==> src/rtl/mc10_bus_pkg.sv <==
// Shared types and address map for the MC-10 external bus responder
// and the video fetch logic.
package mc10_bus_pkg;

    typedef enum logic [1:0] {
        REG_NONE,
        REG_RAM,
        REG_IO,
        REG_ROM
    } bus_region_t;

    typedef enum logic [0:0] {
        RESP_IDLE,
        RESP_WAIT
    } resp_state_t;

    localparam logic [15:0] RAM_BASE  = 16'h4000;
    localparam logic [15:0] RAM_LIMIT = 16'h4FFF;
    localparam logic [15:0] IO_BASE   = 16'hBF00;
    localparam logic [15:0] IO_LIMIT  = 16'hBFFF;
    localparam logic [15:0] ROM_BASE  = 16'hE000;

    function automatic logic is_mem(input bus_region_t r);
        return (r == REG_RAM) || (r == REG_ROM);
    endfunction

endpackage

==> src/rtl/mc10_addr_decode.sv <==
// Combinational CPU address to bus region decoder.
// ROM runs to the top of the address space, so it has no upper bound check.
module mc10_addr_decode
    import mc10_bus_pkg::*;
(
    input  logic [15:0] addr_i,
    output bus_region_t region_o
);

    always_comb begin
        region_o = REG_NONE;
        unique case (1'b1)
            (addr_i >= RAM_BASE) && (addr_i <= RAM_LIMIT): region_o = REG_RAM;
            (addr_i >= IO_BASE) && (addr_i <= IO_LIMIT):   region_o = REG_IO;
            (addr_i >= ROM_BASE):                          region_o = REG_ROM;
            default:                                       region_o = REG_NONE;
        endcase
    end

endmodule

==> src/rtl/mc10_bus_responder.sv <==
// MC-10 bus responder: region decode, wait-state hold, SRAM port, I/O latch.
// Define MC10_IO_LATCH_EN to decode $BFxx and implement the io_latch register.
module mc10_bus_responder
    import mc10_bus_pkg::*;
#(
    parameter int WAIT_STATES = 1
) (
    input  logic        clk,
    input  logic        rst_n,
    input  logic        vma,
    input  logic        rw,
    input  logic [15:0] addr,
    input  logic [7:0]  data_out,
    output logic [7:0]  data_in,
    output logic        hold,
    output logic [15:0] mem_addr,
    output logic [7:0]  mem_wdata,
    input  logic [7:0]  mem_rdata,
    output logic        mem_oe,
    output logic        mem_we,
    input  logic [7:0]  io_in,
    output logic [7:0]  io_latch
);

    localparam bit          HAS_WAIT = (WAIT_STATES > 0);
    localparam logic [3:0]  WS_LOAD  = HAS_WAIT ? 4'(WAIT_STATES - 1) : 4'd0;

    resp_state_t state_q, state_d;
    logic [3:0]  wcnt_q, wcnt_d;
    bus_region_t raw_region, region;
    logic        last;
    logic        io_wr;
    logic [7:0]  io_rd;

    mc10_addr_decode u_dec (
        .addr_i   (addr),
        .region_o (raw_region)
    );

`ifdef MC10_IO_LATCH_EN
    assign region = raw_region;
    assign io_rd  = io_in;
`else
    assign region = (raw_region == REG_IO) ? REG_NONE : raw_region;
    assign io_rd  = 8'hFF;
`endif

    assign mem_addr  = addr;
    assign mem_wdata = data_out;

    always_ff @(posedge clk or negedge rst_n) begin
        if (!rst_n) begin
            state_q <= RESP_IDLE;
            wcnt_q  <= 4'd0;
        end else begin
            state_q <= state_d;
            wcnt_q  <= wcnt_d;
        end
    end

    // Gated by rst_n so hold and strobes fall the instant reset asserts.
    always_comb begin
        state_d = state_q;
        wcnt_d  = wcnt_q;
        hold    = 1'b0;
        data_in = 8'hFF;
        mem_oe  = 1'b0;
        mem_we  = 1'b0;
        io_wr   = 1'b0;
        last    = 1'b0;
        if (rst_n) begin
            unique case (state_q)
                RESP_IDLE: begin
                    if (vma && is_mem(region)) begin
                        mem_oe = rw;
                        if (HAS_WAIT) begin
                            hold    = 1'b1;
                            state_d = RESP_WAIT;
                            wcnt_d  = WS_LOAD;
                        end else begin
                            last = 1'b1;
                        end
                    end else if (vma && (region == REG_IO)) begin
                        if (rw) data_in = io_rd;
                        else    io_wr   = 1'b1;
                    end
                end
                RESP_WAIT: begin
                    mem_oe = rw;
                    if (wcnt_q == 4'd0) begin
                        last    = 1'b1;
                        state_d = RESP_IDLE;
                    end else begin
                        hold   = 1'b1;
                        wcnt_d = wcnt_q - 4'd1;
                    end
                end
                default: state_d = RESP_IDLE;
            endcase
            if (last) begin
                if (rw)                     data_in = mem_rdata;
                else if (region == REG_RAM) mem_we  = 1'b1;
            end
        end
    end

`ifdef MC10_IO_LATCH_EN
    logic [7:0] io_latch_q;

    always_ff @(posedge clk or negedge rst_n) begin
        if (!rst_n)     io_latch_q <= 8'h00;
        else if (io_wr) io_latch_q <= data_out;
    end

    assign io_latch = io_latch_q;
`else
    logic unused_io;
    assign unused_io = ^{io_in, io_wr, io_rd};
    assign io_latch  = 8'h00;
`endif

endmodule

==> config.mk <==
export PLATFORM = sky130hd
export DESIGN_NAME = mc10_bus_responder
export DESIGN_NICKNAME = d
export VERILOG_FILES = /design/src/rtl/mc10_bus_pkg.sv /design/src/rtl/mc10_addr_decode.sv /design/src/rtl/mc10_bus_responder.sv
export SDC_FILE = /design/constraint.sdc
export NUM_CORES = 1
export LEC_CHECK = 0
export BUFFER_PORTS_ARGS = -buffer_cell sky130_fd_sc_hd__buf_4
export CORE_MARGIN = 5
export CORE_UTILIZATION = 34
export CTS_BUF_LIST = sky130_fd_sc_hd__clkbuf_4 sky130_fd_sc_hd__clkbuf_8 sky130_fd_sc_hd__clkbuf_16
export DETAILED_ROUTE_END_ITERATION = 8
export PLACE_DENSITY = 0.92
export RECOVER_POWER = 50
export SKIP_CTS_REPAIR_TIMING = 1
export SKIP_LAST_GASP = 1
export SYNTH_ARGS = -nofsm -noshare
export SYNTH_HDL_FRONTEND = slang
export SYNTH_SLANG_ARGS = --single-unit
==> constraint.sdc <==
create_clock -name clk -period 3.5 [get_ports clk]
set_input_delay 0.7 -clock clk [delete_from_list [all_inputs] [get_ports clk]]
set_output_delay 0.7 -clock clk [all_outputs]
set_load 0.01 [all_outputs]
# ---- After elaboration in Yosys (flattened, before gate mapping)
# Index checks and enable logic that the tools add are counted.
dict set report word_totals {
  latchBits 0
  wordCells 42
  mem_bits_rw 0
  rom_bits 0
  n_memories 0
  regBits 5
  out_inout_bits 43
}
dict set report op_classes {
  n_eq_ne 5
  n_mul 0
  addsub 1
  bitwise 1
  shifts 0
  order_cmp 5
  n_reduce_logical 6
  n_div 0
  mux 22
}
# op count
set ops {}
lappend ops {{$ge A16 B16 Y1 const B} 2}
lappend ops {{$mux W8} 3}
lappend ops {{$ge A16 B15 Y1 const B} 1}
lappend ops {{$le A16 B15 Y1 const B} 1}
lappend ops {{$le A16 B16 Y1 const B} 1}
lappend ops {{$mux W1} 11}
lappend ops {{$mux W4} 2}
lappend ops {{$pmux W4 S2} 1}
lappend ops {{$pmux W1 S2} 3}
lappend ops {{$pmux W2 S3} 1}
lappend ops {{$eq A2 B2 Y1 const B} 2}
lappend ops {{$logic_not A4 Y1} 1}
lappend ops {{$ne A2 B2 Y1 const B} 2}
lappend ops {{$sub A4 B1 Y4 const B} 1}
lappend ops {{$logic_and A1 B1 Y1} 3}
lappend ops {{$reduce_and A3 Y1} 1}
lappend ops {{$eq A2 B1 Y1 const B} 1}
lappend ops {{$mux W2} 1}
lappend ops {{$logic_or A1 B1 Y1} 1}
lappend ops {{$not A1 Y1} 1}

# ---- Depth between registers and ports, before layout
dict set report depth {
  depth_word 11
  ltp_mapped 6
  depth_no_buf 5
}

# ---- Cells and area by module
# A second synthesis with hierarchy kept.
dict set report unflattened {
  hier_cells 86
  area_unflattened_um2 694.4
}
# mod area_each_um2 cells_per_inst seq_area_each_um2 n_inst
set by_module_without_submodules {}
lappend by_module_without_submodules {mc10_bus_responder 655.6 79 125.1 1}
lappend by_module_without_submodules {mc10_addr_decode 38.8 7 0.0 1}

# ---- Worst setup path before layout
# Ideal clock, no wire load.
dict set report synth_path {
  path_kind {input to output}
  start {input port addr[13]}
  end {output port mem_we}
  t_arrival_ps 1524
  t_required_ps 2800
  path_slack_ps 1276
  n_path_buf 0
  cell_stages 2
  path_cell_list {or3_4 > nor4_1}
}
dict set report synth_via {
  elab_chain_cells 10
  elab_cells_between_ends 15
  classes_between {order compare: 5; eq/ne: 2; mux: 6; reduce/logical: 2}
}
# item line_no
set synth_rtl {}
lappend synth_rtl {{from (decl)} mc10_bus_responder.sv:12} ;# input logic [15:0] addr,
lappend synth_rtl {{$ge A16 B16 Y1, or another cell as far along} mc10_addr_decode.sv:14} ;# (addr_i >= IO_BASE) && (addr_i <= IO_LIMIT): region_o = REG_IO;
lappend synth_rtl {{$logic_and A1 B1 Y1, on equally long branches} {mc10_addr_decode.sv:14, mc10_addr_decode.sv:13}}
lappend synth_rtl {{$pmux W2 S3 (*)} mc10_addr_decode.sv:12} ;# unique case (1'b1)
lappend synth_rtl {{$eq A2 B2 Y1} mc10_bus_responder.sv:44} ;# assign region = (raw_region == REG_IO) ? REG_NONE : raw_region;
lappend synth_rtl {{$mux W2 (*)} mc10_bus_responder.sv:44}
lappend synth_rtl {{$eq A2 B1 Y1 (*)} mc10_bus_responder.sv:102} ;# else if (region == REG_RAM) mem_we = 1'b1;
lappend synth_rtl {{$mux W1 (*)} mc10_bus_responder.sv:102}
lappend synth_rtl {{$mux W1 (*)} mc10_bus_responder.sv:101} ;# if (rw) data_in = mem_rdata;
lappend synth_rtl {{$mux W1 (*)} mc10_bus_responder.sv:100} ;# if (last) begin
lappend synth_rtl {{$mux W1 (*)} mc10_bus_responder.sv:71} ;# if (rst_n) begin
lappend synth_rtl {{to (decl)} mc10_bus_responder.sv:20} ;# output logic mem_we,
# Every way passes the cells marked *; elsewhere a longest branch is shown, timed or not.

# ---- Final worst setup path
dict set report layout_path {
  start {input port rst_n}
  end {output port data_in[1]}
}
dict set report layout_via {
  elab_chain_cells 1
}
# item line_no
set layout_rtl {}
lappend layout_rtl {{from (decl)} mc10_bus_responder.sv:9} ;# input logic rst_n,
lappend layout_rtl {{$mux W8} mc10_bus_responder.sv:71}
lappend layout_rtl {{to (decl)} mc10_bus_responder.sv:14} ;# output logic [7:0] data_in,
# Every way passes these cells.

==> results.md <==
- Area grow syn2layout: 8.18%
- Combinational share of power: 30.3%
- Die area: between 3000 and 4000 um^2
- P_sw: 77.7 uW
- Count leader, synth: buf_4
- Area leader, netlist: buf_4
- Crit path kind: input port to primary output
- Post-synthesis compound-gate area fraction: about 14%
- Top delay family on crit path: simple AND/OR/NAND/NOR gates
- Worst VDD drop: about 0.13 mV
- First-pass GRT wire length: about 1800 um
- Count of pins over their slew limit: 0
- Buffer type at the clock tree root: clkbuf_4
- Status: finished clean
- CP Launch Type: input port
- Initial Util: a little over a third
- Share of the synthesized area in the top cell type: around a third
- CTS tree: done
- Via density: approximately 4.7
- Synth top area cells: buf_4 35%, dfrtp_1 18%, or3_1 7.3%, ha_1 3.6%, inv_1 2.7%
- H-tree levels: 1
- Gpl congestion: a little over 0.8
- Synth async-reset ratio: between 90% and 100%
- DR vias: 553
- PortBufs: 30
- Register share of total power: roughly two fifths
- Post-DRT Antenna Nets: 0
- GR Util met2: around 14%
- First DRT Iteration DRCs: 8
- Setup TNS: 0 ps
- Clock sinks: 5
- Post-detail-place hpwl: ~1200 um
- Maximum clock frequency: ~370 MHz
- Ant. Diodes: 0
- CP arrival: 1990 ps
- Min-delay worst type: input port to asynchronous set/reset pin
- Synth Area in XOR/XNOR: 0%
- Clk network pwr share: between 30% and 40%
- Seq/Total Area, Yosys: a little under a fifth
- Simple-gate portion of the synthesized area: between 20% and 30%
- Number of antenna violations at the first check in global routing: 0
- Global Route met3 Usage: under 10%
- Max stage delay on crit path: around 440 ps
- Synthesized area per cell: a little over 8 um^2
- WL final: between 1000 and 1500 um
- I/O pin cnt: 87
- Flops & latches, synth: 5
- Cell Chain, Critical Path: clkbuf_1 > nand2_1 > or3_1 > buf_4
- WL per Instance: 12.6 um
- Leak: roughly 0.34 nW
- Max stage delay cell, worst path: clkbuf_1
- Period utilization: around three quarters
- Die X: between 50 and 60 um
- Most frequently used flop master after synthesis: dfrtp_1
- Drt pass-1 iters: 4
- Largest net degree at the start of global routing: 15
- Vias in the first global route: 435
- Grt ovf: 0
- Clock Skews: roughly 1.0 ps
- RSZ-0062 raised after global routing: no
- Post-synthesis adder-cell area fraction: 3.64%
- Nets: 138
- Post-synthesis cell area: 688 um^2
- Largest family of logic cells by synthesized area: buffers and inverters
- Rows: 16
- Global-route layer with the greatest usage: met2
- Cell Area, Placed: slightly above 700 um^2
- Die Span Y: between 50 and 60 um
- Number of distinct library cells after synthesis: 29
- Total GRT Usage: under 10%
- Mux contribution to synthesized area: 0%
- Yosys warns: 0
- DR DRC count: 0
- Period minus WS final: about 2700 ps
- Total power: approximately 240 uW
- EDFF count, synth: 0
- PwrDens: around 320 nW/um^2
- CTS Buf Count: 3
- CTS max path bufs: 2
- Buf/Inv on CP: 2
- Most frequent cells after synthesis: 32 x buf_4, 8 x or3_1, 5 x dfrtp_1, 5 x inv_1, 5 x nand2_1
- M1 GR Usage: 7.61%
- CP Data Required Time: between 2000 and 3000 ps
- CTS clock-pin slew for the worst setup and hold paths: 40 ps
- Final Cell Area: roughly 740 um^2
- Switching share of power: 32.4%
- Core ar.: between 1500 and 2000 um^2
- Largest fanout on the critical path: 14
- Hold Vio Cnt, Final: 0
- Post-Synthesis Cells: 85
- Fraction of layout cells with a size suffix above 1: a little over two fifths
- Slew headroom: a little over 60%
- Final Setup Violations: 0
- Crit path capture type: primary output
- Max Cap Viol: 0
- Pint: around 160 uW
- Clk Latency, worst-skew pair: 240 ps
- Tightest Pin Transition: 588 ps
worst reg2reg max path, stage by stage (launching register included):
cell and delay [ps]:
dfrtp_1 400, inv_1 90, ha_1 170, nand4bb_1 350, nand4_1 210, o221ai_1 130
placed cells by master (no fill, tap or decap), types with 2 or more instances in the layout:
| master | count |
|---|---|
| nand2_1 | 5 |
| buf_4 | 29 |
| inv_1 | 5 |
| dfrtp_1 | 5 |
| clkbuf_4 | 4 |
| ha_1 | 2 |
| or3_1 | 8 |
| nor2b_1 | 2 |
| a31oi_1 | 2 |
| conb_1 | 8 |
| o221ai_1 | 2 |
logic make-up after synthesis:
kind of cell    count (synthesis)
simple gates                   26
flops                           5
buf+inv                        40
other cells                     1
fa+ha+maj                       2
compound gates                 11
power by group through the flow:
| stage | Sequential [mW] | Clock [mW] | Combinational, mW |
|---|---|---|---|
| after global placement | 0.0900 | 0 | 0.0695 |
| after CTS | 0.0914 | 0.0784 | 0.0737 |
| after detailed placement | 0.0923 | 0 | 0.0732 |
| final | 0.0922 | 0.0751 | 0.0728 |
| after floorplan | 0.0861 | 0 | 0.0821 |
| after global routing | 0.0947 | 0.0832 | 0.0810 |
path summary, 6_finish.rpt:
check / start / to / slack (ps) / depth (start not counted)
worst max-delay path: rst_n / data_in[1] / 810 / 4
worst min-delay path: rst_n / wcnt_q[1] / 430 / 1
worst max register to register: wcnt_q[0] / wcnt_q[3] / 2000 / 5
worst min register to register: wcnt_q[0] / wcnt_q[0] / 520 / 1
max in group asynchronous: rst_n / wcnt_q[3] / 2680 / 1
min in group clk: wcnt_q[0] / wcnt_q[0] / 520 / 1
through the flow:
| step | util [%] | instances | setup WS [ps] | hold WS [ps] |
|---|---|---|---|---|
| 6_report | 38.3 | 118 | 812 | 433 |
| 5_1_grt | 38.3 | 118 | 622 | 469 |
| 3_3_place_gp | 37.0 | 114 | 1100 | 503 |
| 3_5_place_dp | 37.0 | 114 | 1100 | 517 |
| 2_1_floorplan | - | 92 | 1280 | 404 |
| 4_1_cts | 38.5 | 118 | 914 | 275 |
sequential cells by signal, summed over array words and instances (netlist names):
signal	count
state_q	1
wcnt_q	4
final cells by class:
| class | count | area [um^2] |
|---|---|---|
| Tap cell | 27 | 33.8 |
| Sequential cell | 5 | 125 |
| Fill cell | 188 | 1200 |
| Clock buffer | 4 | 30.0 |
| Multi-Input combinational cell | 47 | 315 |
| Timing Repair Buffer | 30 | 221 |
| Inverter | 5 | 18.8 |
layer usage:
layer / up-vias / wire (um)
li1: 262 / -
met3: 8 / 285
met5: - / 0
met1: 238 / 504
met2: 45 / 655
met4: 0 / 46
No activity file was read; power rests on OpenSTA's default activity.
